`src/rtl/ckong_rom_loader.sv`:
```
// Download sequencer for the ckong game ROM: buffers ioctl bytes, shares the single
// memory port with CPU reads (CPU has priority), and holds the core in reset around loads.
module ckong_rom_loader #(
   parameter int AW          = 17,
   parameter int ROM_SIZE    = 'h1C000,
   parameter int FIFO_DEPTH  = 4,
   parameter int HOLD_CYCLES = 1024
) (
   input  logic          clk_sys,
   input  logic          reset,
   input  logic          dl_active,
   input  logic          dl_wr,
   input  logic [24:0]   dl_addr,
   input  logic [7:0]    dl_data,
   input  logic          cpu_rd,
   input  logic [AW-1:0] cpu_addr,
   output logic [7:0]    cpu_data,
   output logic          cpu_valid,
   output logic [AW-1:0] mem_addr,
   output logic          mem_we,
   output logic [7:0]    mem_wdata,
   input  logic [7:0]    mem_rdata,
   output logic          game_reset,
   output logic [AW:0]   dl_bytes,
   output logic          dl_overflow
);

   localparam int PW = $clog2(FIFO_DEPTH);
   localparam int HW = $clog2(HOLD_CYCLES + 1);

   typedef enum logic [1:0] {HOLD, RUN, LOAD, DRAIN} state_t;

   state_t          state_reg;
   logic [HW-1:0]   hold_cnt_reg;
   logic [AW+7:0]   fifo_mem [FIFO_DEPTH];
   logic [PW:0]     wr_ptr_reg;
   logic [PW:0]     rd_ptr_reg;
   logic            rd_pend_reg;

   logic [PW:0]     fifo_count;
   logic            fifo_empty;
   logic            fifo_full;
   logic            pop;
   logic            push;
   logic            drop;
   logic            in_range;
   logic            load_entry;
   logic [AW+7:0]   head;

   assign fifo_count = wr_ptr_reg - rd_ptr_reg;
   assign fifo_empty = (fifo_count == '0);
   assign fifo_full  = (fifo_count == (PW+1)'(FIFO_DEPTH));
   assign in_range   = (dl_addr < 25'(ROM_SIZE));
   assign pop        = !cpu_rd && !fifo_empty;
   // A pop in the same cycle frees a slot, so a full FIFO can still take a byte.
   assign push       = dl_wr && in_range && (!fifo_full || pop);
   assign drop       = dl_wr && !push;
   assign load_entry = dl_active && (state_reg != LOAD);
   assign head       = fifo_mem[rd_ptr_reg[PW-1:0]];

   // Read data is only meaningful while the strobe is up; zero otherwise.
   assign cpu_data   = cpu_valid ? mem_rdata : 8'h00;

   always_ff @(posedge clk_sys) begin
      if (push) begin
         fifo_mem[wr_ptr_reg[PW-1:0]] <= {dl_addr[AW-1:0], dl_data};
      end
   end

   always_ff @(posedge clk_sys) begin
      if (reset) begin
         state_reg    <= HOLD;
         hold_cnt_reg <= HW'(HOLD_CYCLES - 1);
         game_reset   <= 1'b1;
      end else begin
         case (state_reg)
            HOLD: begin
               if (dl_active) begin
                  state_reg <= LOAD;
               end else if (hold_cnt_reg == '0) begin
                  state_reg  <= RUN;
                  game_reset <= 1'b0;
               end else begin
                  hold_cnt_reg <= hold_cnt_reg - 1'b1;
               end
            end
            RUN: begin
               if (dl_active) begin
                  state_reg  <= LOAD;
                  game_reset <= 1'b1;
               end
            end
            LOAD: begin
               if (!dl_active) state_reg <= DRAIN;
            end
            DRAIN: begin
               if (dl_active) begin
                  state_reg <= LOAD;
               end else if (fifo_empty && !mem_we) begin
                  state_reg    <= HOLD;
                  hold_cnt_reg <= HW'(HOLD_CYCLES - 1);
               end
            end
            default: begin
               state_reg  <= HOLD;
               game_reset <= 1'b1;
            end
         endcase
      end
   end

   always_ff @(posedge clk_sys) begin
      if (reset) begin
         wr_ptr_reg  <= '0;
         rd_ptr_reg  <= '0;
         mem_we      <= 1'b0;
         mem_addr    <= '0;
         mem_wdata   <= '0;
         rd_pend_reg <= 1'b0;
         cpu_valid   <= 1'b0;
         dl_bytes    <= '0;
         dl_overflow <= 1'b0;
      end else begin
         rd_pend_reg <= cpu_rd;
         cpu_valid   <= rd_pend_reg;
         mem_we      <= 1'b0;
         if (cpu_rd) begin
            mem_addr <= cpu_addr;
         end else if (!fifo_empty) begin
            mem_addr   <= head[AW+7:8];
            mem_wdata  <= head[7:0];
            mem_we     <= 1'b1;
            rd_ptr_reg <= rd_ptr_reg + 1'b1;
         end
         if (push) wr_ptr_reg <= wr_ptr_reg + 1'b1;

         // Statistics restart when a new download begins, counting any byte in that cycle.
         if (load_entry) begin
            dl_bytes    <= push ? (AW+1)'(1) : '0;
            dl_overflow <= drop;
         end else begin
            if (push && (dl_bytes != '1)) dl_bytes <= dl_bytes + 1'b1;
            if (drop) dl_overflow <= 1'b1;
         end
      end
   end

endmodule

```
`config.mk`:
```
export PLATFORM = sky130hd
export DESIGN_NAME = ckong_rom_loader
export DESIGN_NICKNAME = d
export VERILOG_FILES = /design/src/rtl/ckong_rom_loader.sv
export SDC_FILE = /design/constraint.sdc
export NUM_CORES = 1
export LEC_CHECK = 0
export BUFFER_PORTS_ARGS = -buffer_cell sky130_fd_sc_hd__buf_4
export CORE_MARGIN = 3
export CORE_UTILIZATION = 41
export CTS_CLUSTER_DIAMETER = 60
export DETAILED_ROUTE_END_ITERATION = 8
export GPL_TIMING_DRIVEN = 0
export PLACE_DENSITY = 0.61
export SLEW_MARGIN = 20
export SYNTH_ARGS = -nofsm -noshare
export SYNTH_HDL_FRONTEND = slang
export SYNTH_SLANG_ARGS = --single-unit
```
`constraint.sdc`:
```
create_clock -name clk_sys -period 2.05 [get_ports clk_sys]
set_clock_uncertainty 0.05 [all_clocks]
set_input_delay 0.1025 -clock clk_sys [delete_from_list [all_inputs] [get_ports clk_sys]]
set_output_delay 0.1025 -clock clk_sys [all_outputs]
set_load 0.005 [all_outputs]
```
==> impl_metrics.env <==
export IMPL_grt_first_pass_wirelength_um=27200
export IMPL_ant_nets=0
export IMPL_rows=47
export IMPL_critPathMaxFanout=4
export IMPL_place_congestion=0.859
export IMPL_grtUsageMet2_pct=33.2
export IMPL_grtUsageMet3_pct=4.23
export IMPL_die_y_um=137
export IMPL_status="finished with violations"
export IMPL_die_x_um=137
export IMPL_postSynthCellCount=518
export IMPL_r2r_cells=7
export IMPL_io_pins=118
export IMPL_max_cap_viol_count=0
export IMPL_hold_path_depth=2
export IMPL_syn_area_um2=7050
export IMPL_syn2layout_area_growth_pct=38.0
export IMPL_clock_sinks=169
export IMPL_synth_avg_cell_area_um2=13.6
export IMPL_yosysWarnings=0
export IMPL_antenna_found_initial=0
export IMPL_ys_seq_area_share_pct=62.2
export IMPL_critPathLaunchType="flip-flop"
export IMPL_nFillCells=1375
export IMPL_worst_pin_slew_ns=0.706
export IMPL_via_count=5223
export IMPL_arrival_ns=2.35
export IMPL_clk_insertion_delay_late_ns=0.43
export IMPL_numCtsBuffers=17
export IMPL_ir_worst_vdd_mv=0.608
export IMPL_drc=0
export IMPL_grt_max_degree=17
export IMPL_ys_ff_latch=169
export IMPL_p_leak_nw=3.62
export IMPL_drt_total_wl_um=18000
export IMPL_cp_required_ns=2.31
export IMPL_setup_ws_ns=-0.0389
export IMPL_grt_pass1_vias=5103
export IMPL_failed_checks="negative setup slack"
export IMPL_final_core_util_pct=58.2
export IMPL_end_kind="flip-flop"
export IMPL_vias_per_cell=5.46
export IMPL_clk_pin_slew_ns=0.07
export IMPL_max_freq_mhz=479
export IMPL_hold_path_class="primary input to flip-flop"
export IMPL_syn_num_nets=591
export IMPL_dr_pass1_iters=8
export IMPL_routedWlPerCell_um=18.8
export IMPL_dp_slack_ns=-0.635
export IMPL_layout_drive_gt1_share_pct=37.9
export IMPL_cts_max_level=4
export IMPL_grt_overflow=0
export IMPL_largest_reg_flops=100
export IMPL_path_class="flip-flop to flip-flop"
export IMPL_die_area_um2=18800
export IMPL_yosysUniqueCellTypes=55
export IMPL_yosys_most_used_dff="edfxtp_1"
export IMPL_hold_viol_final=0
export IMPL_portBuffers=117
export IMPL_finalMaxSlewViolations=0
export IMPL_period_minus_slack_ns=2.09
export IMPL_cts_tree="done"
export IMPL_dp_hpwl_um=11100
export IMPL_maxSlewHeadroom_pct=52.9
export IMPL_fp_coreArea_um2=16700
export IMPL_multi_input_area_um2=2730
export IMPL_root_buffer="clkbuf_16"
export IMPL_fin_crit_sh_pct=102
export IMPL_seqCellArea_um2=4400
export IMPL_rsz0062_at_grt="yes"
export IMPL_initial_core_util_pct=42.2
export IMPL_pwr_density_cell_nw_per_um2=787
export IMPL_synth_edff_count=100
export IMPL_use_met1_pct=24.6
export IMPL_diodes=0
export IMPL_setup_viol=1
export IMPL_fin_nets=796
export IMPL_drt_iter0_drc=292
export IMPL_busiest_layer="met2"
export IMPL_clk_path_buf_depth=2
export IMPL_synthArstFlopShare_pct=0
export IMPL_grt_usage_pct=19.3
==> final cells by class <==
type                    count  share of cell area (%)
plain buffers              27                    1.74
clock buffers              17                    4.38
clock inverters            15                    1.94
inverters                  13                   0.502
multi-input cells         315                    28.1
flip-flops and latches    169                    45.3
well taps                 220                    2.83
repair buffers            180                    15.2
==> per-layer routing <==
layer | routed length (um) | up-vias | share of wire, %
met3 | 871 | 18 | 4.8
met1 | 7620 | 2623 | 42
met2 | 9250 | 142 | 51
li1 | - | 2440 | -
met5 | 0 | - | 0
met4 | 225 | 0 | 1.3
==> synthesized netlist by cell type (9+ instances only) <==
master	count	share of area [%]
a211oi_1	19	2.0
a21oi_1	17	1.2
and2_1	10	0.89
buf_2	11	0.78
clkbuf_1	12	0.64
dfxtp_1	69	20
edfxtp_1	100	43
ha_1	10	1.8
inv_1	12	0.64
mux2i_1	28	4.0
mux4_2	25	8.0
nand2_1	20	1.1
nand3_1	11	0.78
nand4_1	10	0.89
nor2_1	43	2.3
nor3_1	12	0.85
o41ai_1	10	1.2
or2_2	9	0.80
==> cell families (layout without fill, tap and decap cells) <==
logic type	after synthesis	in the layout	synth area share [%]
mux	53	53	12.0
xor+xnor	5	5	0.728
flops	169	169	62.2
compound gates	84	84	8.79
simple gates	157	163	12.0
fa+ha+maj	10	10	1.78
buf+inv	40	252	2.50
==> timing repair <==
action / in CTS / in global routing
setup endpoints to repair: 154 / 59
hold buffers: 46 / 0
gates cloned: 4 / 2
gates resized for setup: 39 / 46
setup buffers: 11 / 6
hold endpoints to repair: 124 / 0
pin swaps: 9 / 5
==> path summary, 6_finish.rpt <==
path,from,to,slack [ns]
setup reg to reg,rd_ptr_reg[1]$_SDFFE_PP0P_,dl_bytes[0]$_SDFFE_PP0P_,-0.04
hold reg to reg,rd_pend_reg$_SDFF_PP0_,cpu_valid$_SDFF_PP0_,0.39
setup / recovery,rd_ptr_reg[1]$_SDFFE_PP0P_,dl_bytes[0]$_SDFFE_PP0P_,-0.04
hold / removal,dl_data[0],fifo_mem[2][0]$_DFFE_PP_,0.37
==> layout by cell type (no fill, tap or decap), types with 8 or more instances in the layout <==
cell / n
clkbuf_1: 8
clkbuf_16: 17
or2_2: 9
mux2i_1: 28
and2_4: 8
nor2_1: 41
dlygate4sd3_1: 46
nand4_1: 10
nand3_1: 10
buf_4: 134
dfxtp_2: 12
inv_1: 8
mux4_2: 25
nand2_1: 18
a21oi_1: 16
nor3_1: 11
a211oi_1: 19
dfxtp_1: 57
and2_1: 10
edfxtp_1: 100
==> stage by stage <==
step / power, mW / setup TNS, ns / instance area [um2] / instances / hold WS (ns)
after global placement: 4.28 / -66.79 / 8200 / 855 / 0.251
after detailed placement: 4.29 / -74.19 / 8200 / 855 / 0.255
after global routing: 7.90 / -0.453 / 9720 / 956 / 0.364
final: 7.65 / -0.0389 / 9720 / 956 / 0.367
after CTS: 7.69 / -0.00729 / 9530 / 948 / 0.353
after floorplan: 4.03 / -14.29 / 7050 / 518 / 0.131
==> power by group <==
part	switching, mW	internal (mW)
registers	0.0318	3.63
logic	0.305	0.371
clock network	1.36	1.94
total	1.70	5.95
==> critical path: stages, from the launching register on <==
cell and delay [ns]:
dfxtp_2 0.33, inv_2 0.05, ha_4 0.28, nand2b_4 0.06, and3_4 0.16, o31a_4 0.36, and4_1 0.19, or4_4 0.49
Power figures use the tool's default switching activity.
